--- src/rtl/cache_pkg.sv ---
// cache_pkg: shared types and geometry for the data cache.
//   - cache_state_e : controller states
//   - DEF_LINES / DEF_BLOCK_BYTES : default geometry
//   - INDEX_W / OFFSET_W / TAG_W : address split for the default geometry
//   - addr_field()  : extracts a bit field from a byte address
package cache_pkg;

  localparam int unsigned ADDR_W          = 8;
  localparam int unsigned DATA_W          = 8;
  localparam int unsigned DEF_LINES       = 8;
  localparam int unsigned DEF_BLOCK_BYTES = 4;

  localparam int unsigned INDEX_W  = $clog2(DEF_LINES);
  localparam int unsigned OFFSET_W = $clog2(DEF_BLOCK_BYTES);
  localparam int unsigned TAG_W    = ADDR_W - INDEX_W - OFFSET_W;

  typedef enum logic [1:0] {
    IDLE      = 2'd0,
    WRITEBACK = 2'd1,
    FETCH     = 2'd2,
    UPDATE    = 2'd3
  } cache_state_e;

  // Returns addr[lsb +: width], zero-extended to the address width.
  function automatic logic [ADDR_W-1:0] addr_field(input logic [ADDR_W-1:0] addr,
                                                   input int unsigned       lsb,
                                                   input int unsigned       width);
    logic [ADDR_W-1:0] mask;
    mask = ADDR_W'((1 << width) - 1);
    return (addr >> lsb) & mask;
  endfunction

endpackage

--- src/rtl/cache_line_store.sv ---
// cache_line_store: tag/valid/dirty/data arrays of the direct-mapped cache.
//   lookup_*  : combinational read of the line selected by lookup_index
//   blk_*     : synchronous whole-block fill (sets valid, clears dirty)
//   byte_*    : synchronous single-byte store (sets dirty)
//   rst       : synchronous active-high, clears valid and dirty only
module cache_line_store
  import cache_pkg::*;
#(
  parameter int unsigned LINES       = DEF_LINES,
  parameter int unsigned BLOCK_BYTES = DEF_BLOCK_BYTES,
  parameter int unsigned IDX_W       = $clog2(LINES),
  parameter int unsigned OFF_W       = $clog2(BLOCK_BYTES),
  parameter int unsigned TG_W        = ADDR_W - IDX_W - OFF_W
) (
  input  logic                                clk,
  input  logic                                rst,
  input  logic [IDX_W-1:0]                    lookup_index,
  output logic [TG_W-1:0]                     lookup_tag,
  output logic                                lookup_valid,
  output logic                                lookup_dirty,
  output logic [BLOCK_BYTES-1:0][DATA_W-1:0]  lookup_block,
  input  logic                                blk_we,
  input  logic [IDX_W-1:0]                    blk_index,
  input  logic [TG_W-1:0]                     blk_tag,
  input  logic [BLOCK_BYTES-1:0][DATA_W-1:0]  blk_data,
  input  logic                                byte_we,
  input  logic [IDX_W-1:0]                    byte_index,
  input  logic [OFF_W-1:0]                    byte_offset,
  input  logic [DATA_W-1:0]                   byte_data
);

  typedef logic [BLOCK_BYTES-1:0][DATA_W-1:0] block_t;

  logic [TG_W-1:0]  tags  [LINES];
  block_t           data  [LINES];
  logic [LINES-1:0] valid;
  logic [LINES-1:0] dirty;

  // Line status bits: the only state that needs reset.
  always_ff @(posedge clk) begin
    if (rst) begin
      valid <= '0;
      dirty <= '0;
    end else begin
      if (blk_we) begin
        valid[blk_index] <= 1'b1;
        dirty[blk_index] <= 1'b0;
      end
      if (byte_we) begin
        dirty[byte_index] <= 1'b1;
      end
    end
  end

  // Tag and data storage.
  always_ff @(posedge clk) begin
    if (blk_we) begin
      tags[blk_index] <= blk_tag;
      data[blk_index] <= blk_data;
    end
    if (byte_we) begin
      data[byte_index][byte_offset] <= byte_data;
    end
  end

  assign lookup_tag   = tags[lookup_index];
  assign lookup_valid = valid[lookup_index];
  assign lookup_dirty = dirty[lookup_index];
  assign lookup_block = data[lookup_index];

endmodule

--- src/rtl/data_cache.sv ---
// data_cache: direct-mapped, write-back, write-allocate data cache.
//   CPU side : cpu_read/cpu_write/cpu_address/cpu_write_data in,
//              cpu_read_data/cpu_busy_wait out (both combinational)
//   Mem side : mem_read/mem_write/mem_address/mem_write_data out (decoded
//              from state and byte counter), mem_read_data/mem_busy_wait in
//   clk, rst : single clock, synchronous active-high reset
// Hits complete with no stall; misses move whole blocks byte by byte.
module data_cache
  import cache_pkg::*;
#(
  parameter int unsigned LINES       = DEF_LINES,
  parameter int unsigned BLOCK_BYTES = DEF_BLOCK_BYTES
) (
  input  logic              clk,
  input  logic              rst,
  input  logic              cpu_read,
  input  logic              cpu_write,
  input  logic [ADDR_W-1:0] cpu_address,
  input  logic [DATA_W-1:0] cpu_write_data,
  output logic [DATA_W-1:0] cpu_read_data,
  output logic              cpu_busy_wait,
  output logic              mem_read,
  output logic              mem_write,
  output logic [ADDR_W-1:0] mem_address,
  output logic [DATA_W-1:0] mem_write_data,
  input  logic [DATA_W-1:0] mem_read_data,
  input  logic              mem_busy_wait
);

  localparam int unsigned LINE_IDX_W = $clog2(LINES);
  localparam int unsigned BYTE_OFF_W = $clog2(BLOCK_BYTES);
  localparam int unsigned LINE_TAG_W = ADDR_W - LINE_IDX_W - BYTE_OFF_W;
  localparam logic [BYTE_OFF_W-1:0] LAST_BYTE = BYTE_OFF_W'(BLOCK_BYTES - 1);

  cache_state_e state, next_state;
  logic [BYTE_OFF_W-1:0] cnt, next_cnt;
  logic [BLOCK_BYTES-1:0][DATA_W-1:0] fill_buf;

  logic [LINE_TAG_W-1:0] addr_tag;
  logic [LINE_IDX_W-1:0] addr_idx;
  logic [BYTE_OFF_W-1:0] addr_off;

  logic [LINE_TAG_W-1:0]              line_tag;
  logic                               line_valid;
  logic                               line_dirty;
  logic [BLOCK_BYTES-1:0][DATA_W-1:0] line_block;

  logic req_rd, req_wr, hit;
  logic blk_we, byte_we, fill_we;

  assign addr_off = BYTE_OFF_W'(addr_field(cpu_address, 0, BYTE_OFF_W));
  assign addr_idx = LINE_IDX_W'(addr_field(cpu_address, BYTE_OFF_W, LINE_IDX_W));
  assign addr_tag = LINE_TAG_W'(addr_field(cpu_address, BYTE_OFF_W + LINE_IDX_W, LINE_TAG_W));

  // Both request lines high is treated as no request.
  assign req_rd = cpu_read & ~cpu_write;
  assign req_wr = cpu_write & ~cpu_read;
  assign hit    = line_valid && (line_tag == addr_tag);

  cache_line_store #(
    .LINES       (LINES),
    .BLOCK_BYTES (BLOCK_BYTES),
    .IDX_W       (LINE_IDX_W),
    .OFF_W       (BYTE_OFF_W),
    .TG_W        (LINE_TAG_W)
  ) u_store (
    .clk          (clk),
    .rst          (rst),
    .lookup_index (addr_idx),
    .lookup_tag   (line_tag),
    .lookup_valid (line_valid),
    .lookup_dirty (line_dirty),
    .lookup_block (line_block),
    .blk_we       (blk_we),
    .blk_index    (addr_idx),
    .blk_tag      (addr_tag),
    .blk_data     (fill_buf),
    .byte_we      (byte_we),
    .byte_index   (addr_idx),
    .byte_offset  (addr_off),
    .byte_data    (cpu_write_data)
  );

  // State and byte counter.
  always_ff @(posedge clk) begin
    if (rst) begin
      state <= IDLE;
      cnt   <= '0;
    end else begin
      state <= next_state;
      cnt   <= next_cnt;
    end
  end

  // Fill buffer collects fetched bytes until UPDATE commits them.
  always_ff @(posedge clk) begin
    if (fill_we) begin
      fill_buf[cnt] <= mem_read_data;
    end
  end

  // Next state, counter and output decode.
  always_comb begin
    next_state     = state;
    next_cnt       = cnt;
    cpu_busy_wait  = 1'b0;
    cpu_read_data  = '0;
    mem_read       = 1'b0;
    mem_write      = 1'b0;
    mem_address    = '0;
    mem_write_data = '0;
    blk_we         = 1'b0;
    byte_we        = 1'b0;
    fill_we        = 1'b0;

    unique case (state)
      IDLE: begin
        if (req_rd || req_wr) begin
          if (hit) begin
            if (req_rd) begin
              cpu_read_data = line_block[addr_off];
            end else begin
              byte_we = 1'b1;
            end
          end else begin
            cpu_busy_wait = 1'b1;
            next_cnt      = '0;
            next_state    = (line_valid && line_dirty) ? WRITEBACK : FETCH;
          end
        end
      end

      WRITEBACK: begin
        cpu_busy_wait  = 1'b1;
        mem_write      = 1'b1;
        mem_address    = {line_tag, addr_idx, cnt};
        mem_write_data = line_block[cnt];
        if (!mem_busy_wait) begin
          if (cnt == LAST_BYTE) begin
            next_cnt   = '0;
            next_state = FETCH;
          end else begin
            next_cnt = cnt + 1'b1;
          end
        end
      end

      FETCH: begin
        cpu_busy_wait = 1'b1;
        mem_read      = 1'b1;
        mem_address   = {addr_tag, addr_idx, cnt};
        if (!mem_busy_wait) begin
          fill_we = 1'b1;
          if (cnt == LAST_BYTE) begin
            next_cnt   = '0;
            next_state = UPDATE;
          end else begin
            next_cnt = cnt + 1'b1;
          end
        end
      end

      UPDATE: begin
        cpu_busy_wait = 1'b1;
        blk_we        = 1'b1;
        next_state    = IDLE;
      end

      default: begin
        next_state = IDLE;
      end
    endcase
  end

endmodule
--- config.mk ---
export PLATFORM = sky130hd
export DESIGN_NAME = data_cache
export DESIGN_NICKNAME = d
export VERILOG_FILES = /design/src/rtl/cache_pkg.sv /design/src/rtl/cache_line_store.sv /design/src/rtl/data_cache.sv
export SDC_FILE = /design/constraint.sdc
export NUM_CORES = 1
export LEC_CHECK = 0
export BUFFER_PORTS_ARGS = -buffer_cell sky130_fd_sc_hd__buf_2
export CAP_MARGIN = 10
export CORE_UTILIZATION = 61
export CTS_CLUSTER_SIZE = 25
export DETAILED_ROUTE_END_ITERATION = 8
export PLACE_DENSITY_LB_ADDON = 0.25
export SETUP_SLACK_MARGIN = 0.1
export SYNTH_ARGS = -nofsm -noshare
export SYNTH_HDL_FRONTEND = slang
export SYNTH_SLANG_ARGS = --single-unit
--- constraint.sdc ---
create_clock -name clk -period 4.4 [get_ports clk]
set_input_delay 0.44 -clock clk [delete_from_list [all_inputs] [get_ports clk]]
set_output_delay 0.44 -clock clk [all_outputs]
set_load 0.01 [all_outputs]
======== Word-level counts from Yosys, hierarchy flattened ========
Memories as Yosys holds them, arrays and structs flattened.
Index checks and enable logic that the tools add are counted.
storage, ports and cells
  input bits .............................. 29
  output and inout port bits .............. 27
  ROM bits ................................ 0
  logic and storage cells ................. 166
  bits in writable memories ............... 280
  bits in latches ......................... 0
  register bits after elaboration ......... 52
  memories ................................ 2
memories
  name          depth  width  rd ports  clocked after memory_dff  write ports  RTL line                text
  u_store.data  8      32     1         0                         1            cache_line_store.sv:35  block_t data [LINES];
  u_store.tags  8      3      1         0                         1            cache_line_store.sv:34  logic [TG_W-1:0] tags [LINES];
operators by class
  add/sub/neg operators ................... 1
  div/mod/pow operators ................... 0
  shift-type cells ........................ 0
  reductions and logical operators ........ 12
  magnitude comparators ................... 6
  equal/unequal tests ..................... 12
  $mul .................................... 0
  mux-type cells .......................... 85
  bitwise operators ....................... 40
operators by type and width
  cell                count
  $mux 8              12
  $mux 1              49
  $bmux 8 s2          2
  $bwmux 32           1
  $demux 8 s2         2
  $mux 32             1
  $or 1x1->1          32
  $mux 2              11
  $or 8x8->8          2
  $pmux 8 s2          1
  $ne 2x2->1 const B  7
  $and 8x8->8         1
  $not 8->8           1
  $pmux 2 s4          1
  $bmux 1 s3          2
  $eq 2x2->1 const B  3
  $lt 2x3->1 const B  2
  $reduce_and 6->1    1
  $logic_and 1x1->1   5
  $ge 2x1->1 const B  2
  $lt 3x4->1 const B  1
  $pmux 2 s2          1
  $reduce_and 4->1    1
  $demux 1 s3         1
  other kinds (12)    14

======== Depth between registers and ports, before layout ========
  word-level depth ........................ 10
  depth in mapped cells ................... 11
  mapped depth without buffers ............ 6

======== By module ========
Synthesis repeated with hierarchy kept, for this count alone.
second synthesis, totals
  cells, all modules ...................... 990
  area, all modules ....................... 16787.4 µm²
modules (own cells, without submodules)
  module            sequential area each (µm²)  area each (µm²)  times used  cells an instance
  cache_line_store  8728.4                      14782.9          1           855
  data_cache        1041.0                      2004.4           1           135

======== Worst setup path before layout ========
OpenSTA, ideal clock, no wires.
  path type ............................... input to register
  from .................................... in cpu_address[4]
  to ...................................... mem u_store.data[2][16] (netlist bit), enable pin
  setup time .............................. 0.383 ns
  data arrival time ....................... 2.862 ns
  data required time ...................... 4.017 ns
  path buffers ............................ 2
  stages .................................. 8
  slack ................................... 1.154 ns
  cell sequence ........................... buf_4 -> or2b_4 -> o22ai_1 -> or3_4 -> a2111oi_4 -> buf_4 -> a41oi_2 -> nor3_1
on the way
  word-level cells in the longest chain between the ends .. 9
  elaborated cells on any way between the ends .. 11
  classes of those cells .................. eq/ne: 1; mux: 7; bitwise: 1; reduce/logical: 1; memory: 1
ends and longest elaborated chain
  item                                       RTL line                                  text
  start, declared                            data_cache.sv:18                          input logic [ADDR_W-1:0] cpu_address,
  $mem_v2 8x3 or $bmux 1 s3 (tied branches)  -
  $eq 3x3->1 or $mux 1 (tied branches)       data_cache.sv:58, cache_line_store.sv:67
  $logic_and 1x1->1                          data_cache.sv:58                          assign hit = line_valid && (line_tag == addr_tag);
  $mux 1                                     data_cache.sv:119                         if (hit) begin
  $mux 1                                     data_cache.sv:118                         if (req_rd || req_wr) begin
  $mux 1                                     data_cache.sv:116                         unique case (state)
  $mux 1                                     cache_line_store.sv:61                    if (byte_we) begin
  $mux 32 (not written as such)              cache_line_store.sv:62                    data[byte_index][byte_offset] <= byte_data;
  $or 1x1->1 (no line)                       -
  end, declared                              cache_line_store.sv:35
Parallel ways exist; a longest one is shown, timed or not. The select of a mux whose other input is x is not followed.

======== Worst setup path in the final report ========
  from .................................... in cpu_address[2]
  to ...................................... out cpu_read_data[5]
on the way
  word-level cells in the longest chain between the ends .. 7
  elaborated cells on any way between the ends .. 12
  classes of those cells .................. eq/ne: 1; mux: 8; reduce/logical: 1; memory: 2
ends and longest elaborated chain
  item                          RTL line           text
  $mem_v2 8x32                  -
  $bmux 8 s2                    data_cache.sv:121  cpu_read_data = line_block[addr_off];
  $mux 8 (not written as such)  data_cache.sv:121
  $mux 8                        data_cache.sv:120  if (req_rd) begin
  $mux 8 *                      data_cache.sv:119
  $mux 8 *                      data_cache.sv:118
  $mux 8 *                      data_cache.sv:116
  end, declared                 data_cache.sv:20   output logic [DATA_W-1:0] cpu_read_data,
Every way passes the cells marked *; elsewhere a longest branch is shown, timed or not. The select of a mux whose other input is x is not followed.

==> results.yml <==
logic_synthesis:
  synthArstFlopShare_pct: 0
  syn_area_mm2: 0.0140
  synth_edf_count: 312
  synth_area_per_cell_um2: 16.7
  synth_nets: 878
  syn_inst: 839
  synth-seq-cells: 332
  ys.flop_type: "edfxtp_1"
  synth.distinct_cells: 57
  ys_warn_count: 0
  synth_seq_area_share_pct: 69.6
floorplan:
  design.core.area_mm2: 0.0226
  die_y_um: 154
  chipWidth_um: 154
  die_area_mm2: 0.0236
  row_count: 55
  floorplan.initialDensity_pct: 62.0
  io_pins: 56
placed_design:
  place_congestion: 0.924
  post-place-cells: 1175
  hpwl_um: 23900
  numPortBuffers: 55
cts:
  cts_setup_buffers: 0
  clock-sinks: 332
  h-tree-depth: 2
  numCtsBuffers: 34
  clockBufferDepth: 3
  path_clk_slew_ns: 0.06
  cts_resized: 0
  worstSkewPairLatency_ns: 0.51
  cts_tree: "yes"
  hold_buffers: 0
  cts_root_buf: "clkbuf_16"
timing:
  slew_headroom_pct: 42.0
  max_slew.worst_pin.slew_ns: 0.869
  grt_setup_unrepaired: "no"
  setup_violations: 0
  fmax_mhz: 257
  period_needed_ns: 3.89
  clock_skew_ns: 0.0183
  holdWs_ns: 0.179
  tns_ns: 0
  finalHoldViolations: 0
  drv_slew: 0
  min_period_over_period_pct: 88.4
global_route:
  grt_use_total_pct: 30.6
  antenna_found_initial: 0
  grt_pass1_wl_um: 52000
  grt_pass1_vias: 8301
  grt_max_degree: 45
  grt-ovfl-total: 0
cells_and_area:
  nets: 965
  most-common-layout-cells: "312 x edfxtp_1, 61 x nor2_1, 53 x buf_2, 49 x mux2_2"
  regArea_mm2: 0.00977
  drive_gt1_share_pct: 26.9
  area_growth_syn_to_layout_pct: 12.6
  layout.cells.most_common: "edfxtp_1"
  utilization_pct: 69.8
  stdcell_count: 1234
  n_fill_cell: 1435
  multi_input_area_mm2: 0.00396
  antenna_cells: 0
power_and_ir_drop:
  switching_power_w: 0.00153
  p_int_w: 0.00531
  combPwrFrac_pct: 9.1
  sequentialPowerShare_pct: 51.3
  leakagePower_nw: 5.43
  switching_share_pct: 22.4
  pwr-share-clk_pct: 39.5
  ir_drop_v: 0.000259
  p_per_area_mw_per_mm2: 433
routing:
  wl_per_cell_um: 28.5
  drtPass1Iterations: 6
  routed_wl_um: 35200
  antenna_left: 0
  drc_errors: 0
  vias_per_cell: 6.75
  vias: 8334
  drtIter0Drc: 983
worst_hold_path:
  hp-class: "in2reg"
critical_path:
  start_kind: "input port"
  crit_required_ns: 3.96
  crit_path_end_kind: "output pin"
  critical_path_class: "in2out"
  cp.arrival_ns: 3.45
  critPathMaxFanout: 37
outcome:
  status: "finished clean"
job:
  maxCapViolCount: 0
cell families (layout without fill, tap and decap cells):
kind of cell             Yosys count  count (layout)  synth area share [%]
adder cells (fa/ha/maj)           10              10                 0.891
multiplexers                     139             139                  14.4
flip-flops                       332             332                  69.6
AND/OR/NAND/NOR                  168             168                  6.00
buffers and inverters             66             176                  2.28
AO/OA/AOI/OAI                    124             124                  6.90
layout make-up:
class,instances,area share (%)
flip-flops and latches,332,61.8
multi-input cells,441,25.0
clock buffers,48,6.31
repair buffers,98,3.82
well taps,285,2.26
inverters,19,0.451
clock inverters,11,0.348
routing by layer:
metal / part of all wire, % / vias to the layer above / GRT usage [%]
met3: 11 / 96 / 7.13
li1: - / 3512 / -
met1: 39 / 4179 / 42.5
met2: 46 / 547 / 47.1
met5: 0 / - / 0
met4: 3.5 / 0 / 12.7
stage by stage:
step / setup slack (ns) / total power [W] / cell area, µm²
global route: 0.367 / 0.00702 / 15800
finish: 0.509 / 0.00684 / 15800
floorplan: 1.15 / 0.00398 / 14000
CTS: 0.547 / 0.00684 / 15800
detailed placement: 0.605 / 0.00419 / 14800
global placement: 0.688 / 0.00417 / 14800
path summary, 6_finish.rpt:
path,startpoint,end,slack (ns),depth (start not counted)
worst max-delay path,cpu_address[2],cpu_read_data[5],0.51,8
worst min-delay path,mem_read_data[2],fill_buf[18],0.18,1
worst max register to register,u_store.tags[5][1],u_store.data[2][30],1.20,7
worst min register to register,u_store.dirty[7],u_store.dirty[7],0.46,2
power groups by stage:
stage	registers, W	clock network, W	logic, W
after floorplan	0.00356	0	0.000415
after global placement	0.00358	0	0.000593
after detailed placement	0.00358	0	0.000612
after CTS	0.00351	0.00272	0.000615
after global routing	0.00351	0.00285	0.000662
final	0.00351	0.00271	0.000625
critical path, stage by stage:
cell and delay [ns]:
buf_4 0.41, mux2i_1 0.34, o22ai_1 0.18, or3_1 0.40
a22oi_4 0.60, nand4_1 0.47, nor2_1 0.37, buf_2 0.19
synthesized netlist by cell type (6+ instances only):
cell type	number	share of area [%]
a21oi_1	17	0.61
a221oi_1	30	1.9
a22oi_1	9	0.48
and2_1	17	0.76
buf_2	13	0.46
buf_4	6	0.32
clkbuf_1	19	0.51
dfxtp_1	20	2.9
edfxtp_1	312	67
ha_1	10	0.89
inv_1	16	0.43
mux2_2	49	3.9
mux2i_1	43	3.1
mux4_2	45	7.2
nand2_1	29	0.78
nand2b_1	10	0.45
nand3_1	9	0.32
nor2_1	61	1.6
nor2b_1	17	0.76
o21a_1	6	0.32
o21ai_0	12	0.43
o22ai_1	14	0.62
sequential cells by signal, indices dropped and copies added, names as in the netlist, named ones only:
| register | flops |
|---|---|
| fill_buf | 32 |
| u_store.dirty | 7 |
| u_store.tags | 24 |
| u_store.valid | 8 |
| cnt | 2 |
| state | 2 |
| u_store.data | 256 |
(Power assumes the default switching activity.)
